===== src/rtl/fp16_pkg.sv =====
// rtl/fp16_pkg.sv - shared binary16 constants, field widths and divider state enum
package fp16_pkg;

  localparam logic [15:0] FP16_QNAN = 16'h7e00;
  localparam logic [14:0] FP16_INF  = 15'h7c00;
  localparam int          FP16_BIAS = 15;
  localparam int          EXP_W     = 5;
  localparam int          FRAC_W    = 10;

  typedef enum logic [1:0] {
    S_IDLE  = 2'd0,
    S_DIV   = 2'd1,
    S_ROUND = 2'd2,
    S_DONE  = 2'd3
  } div_state_t;

endpackage


===== src/rtl/fp16_classify.sv =====
// rtl/fp16_classify.sv - combinational binary16 field split and zero/inf/nan classification
module fp16_classify
  import fp16_pkg::*;
(
  input  logic [15:0]       x,
  output logic              sign,
  output logic [EXP_W-1:0]  exp,
  output logic [FRAC_W-1:0] frac,
  output logic              is_zero,
  output logic              is_inf,
  output logic              is_nan
);

  assign sign    = x[15];
  assign exp     = x[14:10];
  assign frac    = x[9:0];
  // Subnormals are flushed: exponent 0 means zero regardless of fraction.
  assign is_zero = (exp == '0);
  assign is_inf  = (exp == '1) && (frac == '0);
  assign is_nan  = (exp == '1) && (frac != '0);

endmodule


===== src/rtl/fp16_divider_seq.sv =====
// rtl/fp16_divider_seq.sv - iterative binary16 divider, one restoring quotient bit per cycle
module fp16_divider_seq
  import fp16_pkg::*;
(
  input  logic        clk,
  input  logic        rst,
  input  logic        in_valid,
  output logic        in_ready,
  input  logic [15:0] a,
  input  logic [15:0] b,
  output logic        out_valid,
  input  logic        out_ready,
  output logic [15:0] quo,
  output logic        out_dz
);

  div_state_t state, state_nxt;

  logic              a_sign, b_sign, a_zero, b_zero, a_inf, b_inf, a_nan, b_nan;
  logic [EXP_W-1:0]  a_exp, b_exp;
  logic [FRAC_W-1:0] a_frac, b_frac;

  fp16_classify u_cls_a (
    .x(a), .sign(a_sign), .exp(a_exp), .frac(a_frac),
    .is_zero(a_zero), .is_inf(a_inf), .is_nan(a_nan)
  );

  fp16_classify u_cls_b (
    .x(b), .sign(b_sign), .exp(b_exp), .frac(b_frac),
    .is_zero(b_zero), .is_inf(b_inf), .is_nan(b_nan)
  );

  logic        accept;
  logic        res_sign;
  logic        spec_nan, spec_hit, spec_dz;
  logic [15:0] spec_quo;

  assign in_ready  = (state == S_IDLE) && !rst;
  assign accept    = in_valid && in_ready;
  assign out_valid = (state == S_DONE);
  assign res_sign  = a_sign ^ b_sign;

  assign spec_nan = a_nan || b_nan || (a_zero && b_zero) || (a_inf && b_inf);
  assign spec_hit = spec_nan || a_zero || b_zero || a_inf || b_inf;
  assign spec_dz  = !spec_nan && b_zero && !a_inf;

  always_comb begin
    spec_quo = {res_sign, 15'h0000};
    if (spec_nan)
      spec_quo = FP16_QNAN;
    else if (b_zero || a_inf)
      spec_quo = {res_sign, FP16_INF};
  end

  logic [11:0]       r, r_sub;
  logic [10:0]       mb;
  logic [13:0]       q;
  logic [3:0]        cnt;
  logic signed [6:0] e;
  logic              sign_q;
  logic              qbit;
  logic [10:0]       mant_n;
  logic              guard, sticky;

  assign qbit  = (r >= {1'b0, mb});
  assign r_sub = qbit ? (r - {1'b0, mb}) : r;

  // Round-to-nearest-even on the normalised mantissa, then range check.
  logic              rnd_inc;
  logic [11:0]       mant_inc;
  logic [10:0]       mant_f;
  logic signed [6:0] e_f;
  logic [15:0]       rnd_quo;

  assign rnd_inc  = guard && (sticky || mant_n[0]);
  assign mant_inc = {1'b0, mant_n} + {11'd0, rnd_inc};

  always_comb begin
    mant_f  = mant_inc[10:0];
    e_f     = e;
    if (mant_inc[11]) begin
      mant_f = 11'd1024;
      e_f    = e + 7'sd1;
    end
    rnd_quo = {sign_q, e_f[4:0], mant_f[9:0]};
    if (e_f >= 7'sd31)
      rnd_quo = {sign_q, FP16_INF};
    else if (e_f <= 7'sd0)
      rnd_quo = {sign_q, 15'h0000};
  end

  always_ff @(posedge clk) begin
    if (rst)
      state <= S_IDLE;
    else
      state <= state_nxt;
  end

  always_comb begin
    state_nxt = state;
    case (state)
      S_IDLE:  if (accept) state_nxt = spec_hit ? S_DONE : S_DIV;
      S_DIV:   if (cnt == 4'd13) state_nxt = S_ROUND;
      S_ROUND: if (cnt == 4'd1) state_nxt = S_DONE;
      S_DONE:  if (out_ready) state_nxt = S_IDLE;
      default: state_nxt = S_IDLE;
    endcase
  end

  always_ff @(posedge clk) begin
    if (rst) begin
      cnt    <= '0;
      quo    <= '0;
      out_dz <= 1'b0;
      r      <= '0;
      mb     <= '0;
      q      <= '0;
      e      <= '0;
      sign_q <= 1'b0;
      mant_n <= '0;
      guard  <= 1'b0;
      sticky <= 1'b0;
    end else begin
      case (state)
        S_IDLE: if (accept) begin
          sign_q <= res_sign;
          e      <= $signed({2'b00, a_exp} - {2'b00, b_exp} + 7'(FP16_BIAS));
          r      <= {2'b01, a_frac};
          mb     <= {1'b1, b_frac};
          q      <= '0;
          cnt    <= '0;
          if (spec_hit) begin
            quo    <= spec_quo;
            out_dz <= spec_dz;
          end
        end
        S_DIV: begin
          q   <= {q[12:0], qbit};
          r   <= {r_sub[10:0], 1'b0};
          cnt <= (cnt == 4'd13) ? 4'd0 : cnt + 4'd1;
        end
        S_ROUND: begin
          // cnt doubles as the phase: 0 normalises, 1 rounds and publishes.
          if (cnt == 4'd0) begin
            if (q[13]) begin
              mant_n <= q[13:3];
              guard  <= q[2];
              sticky <= (|q[1:0]) || (r != '0);
            end else begin
              mant_n <= q[12:2];
              guard  <= q[1];
              sticky <= q[0] || (r != '0);
              e      <= e - 7'sd1;
            end
            cnt <= 4'd1;
          end else begin
            quo    <= rnd_quo;
            out_dz <= 1'b0;
            cnt    <= 4'd0;
          end
        end
        default: ;
      endcase
    end
  end

endmodule


===== config.mk =====
export PLATFORM = sky130hd
export DESIGN_NAME = fp16_divider_seq
export DESIGN_NICKNAME = d
export VERILOG_FILES = /design/src/rtl/fp16_pkg.sv /design/src/rtl/fp16_classify.sv /design/src/rtl/fp16_divider_seq.sv
export SDC_FILE = /design/constraint.sdc
export NUM_CORES = 1
export LEC_CHECK = 0
export ABC_AREA = 1
export BUFFER_PORTS_ARGS = -buffer_cell sky130_fd_sc_hd__buf_2
export CAP_MARGIN = 20
export CORE_UTILIZATION = 60
export CTS_CLUSTER_DIAMETER = 50
export DETAILED_ROUTE_END_ITERATION = 16
export PLACE_DENSITY = 0.79
export SYNTH_ARGS = -nofsm -noshare
export SYNTH_HDL_FRONTEND = slang
export SYNTH_SLANG_ARGS = --single-unit

===== constraint.sdc =====
create_clock -name clk -period 6.3 [get_ports clk]
set_input_delay 0.63 -clock clk [delete_from_list [all_inputs] [get_ports clk]]
set_output_delay 0.63 -clock clk [all_outputs]
set_load 0.01 [all_outputs]

==> run_results.csv, run 1 <==
group,metric,value,unit
synth,syn-cell-area,5210,um2
sta,slew_headroom,31.4,%
power,power.density,409,nW/um2
synth,synth_top_area_cell,"dfxtp_1",
sta,setup-tns-final,0,ps
placement,postPlaceCellArea,5470,um2
critical_path,crit_required,6550,ps
critical_path,critPathMaxFanout,26,
drt,wl_per_cell,14.3,um
cells_and_area,drive_above_1_share,12.7,%
synth,syn_avg_cell_area,6.76,um2
critical_path,criticalPathCategory,"flip-flop to flip-flop",
grt,grt_pass1_vias,4692,
floorplanning,die_y,95.2,um
sta,fmax,339,MHz
cts,clk_pin_slew,90,ps
cts,cts_root_buf,"clkbuf_8",
cts,clock_latency,370,ps
cells_and_area,antenna_cells,0,
sta,worstMarginPinSlew,1020,ps
floorplanning,rows,33,
sta,rsz0062_at_grt,"no",
synth,synth_edf_count,0,
synth,synth.distinct_cells,46,
grt,grt_pass1_wl,21000,um
floorplanning,die_area,9060,um2
cts,numCtsBuffers,9,
sta,slew_viol_final,0,
synth,ys_async_sr_fraction,0,%
synth,synth.most_common_cell,"nand2_1",
floorplanning,pin_count,55,
cts,cts_htree_levels,3,
cells_and_area,final_area,5710,um2
grt,antenna_found_initial,0,
synth,synth_top_area_share,31.1,%
drt,ant_nets,0,
drt,num_vias,5229,
floorplanning,initial_core_util,62.8,%
sta,skew,15.4,ps
synth,netlist_top_cells_count,"nand2_1 (151), a21oi_1 (103), inv_1 (90), dfxtp_1 (81), o21ai_0 (66)",
synth,synth_warnings,0,
cts,cts_setup_buffers,0,
power,p_leak,2.65,nW
drt,wirelength,13100,um
grt,grt_max_degree,34,
critical_path,arrival,3200,ps
cts,cts_tree,"yes",
cts,clock-sinks,81,
hold_path,min_path_cells,2,
placement,gp_congestion,0.982,
cells_and_area,fill_cells,715,
cts,postCtsHoldBufs,0,
synth,yosysSeqAreaShare,31.1,%
synth,synth_cells,771,
sta,finalHoldViolations,0,
sta,finalSetupViolations,0,
cts,cts.repair.resized,0,
cells_and_area,syn_to_final_growth,9.60,%
cells_and_area,fin_nets,873,
run_status,outcome,"completed",
drt,drc,0,
power,peakVddDrop,0.176,mV
placement,io_buffers,54,
placement,post-dp-hpwl,9480,um
cts,clk_path_buf_depth,2,
synth,synthTopCellsByArea,"dfxtp_1 (31%), nand2_1 (11%), a21oi_1 (9.9%)",
critical_path,critPathLaunchType,"flip-flop",
drt,drtIter0Drc,280,
critical_path,critPathCaptureType,"flip-flop",
sta,period_share,46.8,%
sta,period_needed,2950,ps
grt,overflow,0,
synth,ys_seq_elements,81,
floorplanning,die_width,95.2,um
drt,vias_per_cell,5.71,
critical_path,r2r.worst_path.cells,11,
drt,dr.pass1.iters,5,
job,cap_violations,0,
hold_path,hold_path.class,"flip-flop to flip-flop",
grt,globalRouteTotalUtil,29.6,%
floorplanning,coreArea,8300,um2
synth,synth_nets,838,
synth,dominantRegCellSynth,"dfxtp_1",
-- flip-flops by register name, summed over array words and instances, names as in the netlist --
register	flops
quo	16
guard	1
out_dz	1
e	7
q	14
mant_n	11
mb	11
r	12
state	2
sign_q	1
sticky	1
cnt	4
-- layer usage --
layer  share of wire [%]  routed length [um]  GRT usage (%)  vias up
met5                   0                   0              0        -
met4                 2.2                 290           9.85        0
met3                 5.6                 733           5.82       29
met2                  49                6430           51.9      185
met1                  43                5650           36.1     2379
li1                    -                   -              -     2636
-- through the flow --
step	utilization (%)	std cells	hold slack (ps)	power, mW	worst slack [ps]
after global routing	68.8	916	496	2.51	2960
after detailed placement	66.0	899	461	1.86	2590
after floorplan	-	771	433	1.61	4220
after global placement	66.0	899	462	1.82	2780
after CTS	68.7	915	480	2.32	2530
final	68.8	916	482	2.33	3350
-- critical path, stage by stage (launching register included) --
cell,delay [ps]
dfxtp_1,360
inv_1,90
ha_1,770
inv_2,270
nor2_1,310
inv_2,120
nand2_1,100
inv_2,40
nand2_2,140
inv_1,290
o21ai_0,270
a21oi_1,70
-- area by class of cell --
cell class | count | area [um2] | share of cell area [%]
multi-input combinational | 560 | 3070 | 53.7
sequential | 81 | 1620 | 28.4
inverter | 98 | 373 | 6.53
timing repair buffer | 56 | 285 | 4.99
tap | 105 | 131 | 2.30
clock buffer | 9 | 124 | 2.17
clock inverter | 7 | 108 | 1.88
-- final timing paths --
kind	end	startpoint	slack, ps
worst max-delay path	quo[12]	state[0]	3350
worst min-delay path	q[1]	q[0]	480
worst max register to register	quo[12]	state[0]	3350
worst min register to register	q[1]	q[0]	480
-- logic make-up after synthesis --
family | Yosys count | share of synthesized area [%]
flip-flops | 81 | 31.1
XOR/XNOR | 16 | 2.69
AO/OA/AOI/OAI | 196 | 19.8
buffers and inverters | 130 | 9.99
adder cells (fa/ha/maj) | 31 | 7.73
AND/OR/NAND/NOR | 317 | 28.7
-- layout by cell type (no fill, tap or decap), types with 3 or more instances in the layout --
master / Yosys / routed
nand2_1: 151 / 151
a21oi_1: 103 / 103
inv_1: 90 / 90
dfxtp_1: 81 / 81
o21ai_0: 66 / 66
nor2_1: 57 / 57
buf_2: 7 / 54
nand3_1: 48 / 48
ha_1: 29 / 29
nand4_1: 19 / 19
nor3_1: 10 / 10
xor2_1: 9 / 9
nand2_2: 9 / 9
clkbuf_8: 0 / 9
a31oi_1: 8 / 8
xnor2_1: 7 / 7
inv_2: 7 / 7
o21ai_1: 5 / 5
nor4_1: 4 / 4
nor2_8: 4 / 4
nand2_4: 4 / 4
inv_6: 1 / 3
-- where the power goes --
group	switching [mW]	leakage (nW)	total [mW]	internal, mW
sequential	0.101	0.660	0.713	0.612
clock	0.222	0.114	0.453	0.232
combinational	0.782	1.88	1.17	0.386
(Power assumes the default switching activity.)
==> run 2, diff against run 1 <==
==> constraint.sdc (replaced) <==
create_clock -name clk -period 2.9 [get_ports clk]
set_input_delay 0.29 -clock clk [delete_from_list [all_inputs] [get_ports clk]]
set_output_delay 0.29 -clock clk [all_outputs]
set_load 0.01 [all_outputs]
==> run_results.csv, run 2 (synthesized netlist as in run 1, its figures left out) <==
group,metric,value,unit
cts,postCtsHoldBufs,0,
sta,setup-tns-final,0,ps
grt,met2_usage,50.6,%
cts,clock-sinks,81,
power,peakVddDrop,0.492,mV
critical_path,crit_required,3150,ps
critical_path,cpMaxStageDelayCell,"nor2_1",
cells_and_area,antenna_cells,0,
grt,overflow,0,
cells_and_area,fill_cells,726,
floorplanning,die_width,95.2,um
sta,finalSetupViolations,0,
drt,wl_per_cell,14.4,um
cts,cts_root_buf,"clkbuf_8",
drt,drtIter0Drc,275,
drt,dr.pass1.iters,5,
floorplanning,coreArea,8300,um2
sta,worstMarginPinSlew,1070,ps
cts,clk_pin_slew,90,ps
cells_and_area,seq_area,1620,um2
cells_and_area,finalNonFillerCells,921,
power,finalPower,5.18,mW
placement,gp_congestion,0.855,
power,power.density,897,nW/um2
floorplanning,pin_count,55,
cts,cts_setup_buffers,0,
cells_and_area,largest_reg_flops,16,
sta,slew_viol_final,0,
sta,fmax,377,MHz
cells_and_area,largestRegisters,"quo x16, q x14, r x12",
cells_and_area,layout_commonest_cell,"nand2_1",
grt,grt_pass1_vias,4679,
grt,globalRouteTotalUtil,29.9,%
critical_path,critPathMaxFanout,25,
drt,ant_nets,0,
critical_path,critPathCaptureType,"flip-flop",
grt,met1_usage,37.9,%
floorplanning,die_area,9060,um2
sta,finalHoldViolations,0,
cells_and_area,regMostFlops,"quo",
job,cap_violations,0,
critical_path,crit_top_cell,"inv_1",
cells_and_area,layout_common_cells,"nand2_1 (151), a21oi_1 (103), inv_1 (90), dfxtp_1 (81), o21ai_0 (66)",
grt,antenna_found_initial,0,
critical_path,critPathLaunchType,"flip-flop",
cells_and_area,syn_to_final_growth,10.7,%
critical_path,criticalPathCategory,"flip-flop to flip-flop",
grt,grt_max_degree,51,
power,p_leak,2.68,nW
sta,period_share,91.5,%
placement,post-dp-hpwl,9690,um
cts,cts_tree,"yes",
sta,period_needed,2650,ps
drt,vias_per_cell,5.69,
floorplanning,initial_core_util,62.8,%
drt,drc,0,
floorplanning,die_y,95.2,um
grt,top_usage_layer,"met2",
critical_path,r2r.worst_path.cells,11,
critical_path,arrival,2910,ps
cts,clock_latency,360,ps
grt,use_met3,3.03,%
cts,numCtsBuffers,9,
grt,grt_pass1_wl,21200,um
run_status,outcome,"completed",
cells_and_area,multi_input_area,3070,um2
placement,post-place-cells,905,
critical_path,max_stage_delay,810,ps
drt,wirelength,13300,um
cts,cts_htree_levels,3,
hold_path,hold_path.class,"input pin to flip-flop",
cts,clk_path_buf_depth,2,
critical_path,ff2ff_setup_slack,250,ps
hold_path,min_path_cells,3,
sta,slew_headroom,28.3,%
placement,io_buffers,54,
floorplanning,rows,33,
drt,num_vias,5242,
sta,rsz0062_at_grt,"no",
cells_and_area,drive_above_1_share,13.2,%
critical_path,crit_chain,"inv_1, ha_1, inv_1, nor2_2, nand2_2, inv_2, nor2_1, nor2_1, inv_1, a21oi_1, a21oi_1",
cts,cts.repair.resized,0,
sta,skew,8.07,ps
cells_and_area,fin_nets,878,
==> run 2: cell types whose count changed in the layout (fill, tap and decap cells not counted), sizes merged <==
cell    delta
buf        +5
clkbuf     +1
inv        -4
bufinv     +1
clkinv     +2
==> run 2: path summary, 6_finish.rpt <==
path	startpoint	end
setup reg to reg	state[1]	r[10]
setup / recovery	state[1]	r[10]
hold / removal	b[3]	mb[3]
hold reg to reg	mant_n[10]	mant_n[10]
==> run 2: layout make-up <==
class,instances,share of cell area [%]
clock buffers,10,2.38
clock inverters,6,1.99
inverters,98,6.46
multi-input cells,560,53.2
flip-flops and latches,81,28.1
well taps,105,2.28
repair buffers,61,5.59
==> run 2: worst max-delay path, delay by kind of cell, from the launching register on <==
family / cells / cell delay [ps]
AOI/OAI and AO/OA: 2 / 250
adders and majority gates: 1 / 210
buffers and inverters: 4 / 480
DFF: 1 / 350
and+or+nand+nor: 4 / 1270
==> run 2: stage by stage <==
step | util [%] | setup WS [ps] | instance area, um2 | hold WS (ps)
after floorplan | - | 833 | 5210 | 433
after global placement | 66.5 | 455 | 5520 | 455
after detailed placement | 66.5 | 334 | 5520 | 457
after CTS | 69.5 | 285 | 5770 | 200
after global routing | 69.5 | 29.1 | 5770 | 222
final | 69.5 | 248 | 5770 | 209
==> run 2: layer usage <==
metal	wire length, um	share of wire (%)
met5	0	0
met4	385	2.9
met1	6090	46
met3	558	4.2
met2	6260	47
==> run 2: report_power, final <==
part	switching [mW]	total [mW]	internal, mW	leakage, nW
logic	1.73	2.59	0.863	1.90
registers	0.223	1.55	1.33	0.660
clock network	0.436	1.03	0.598	0.123
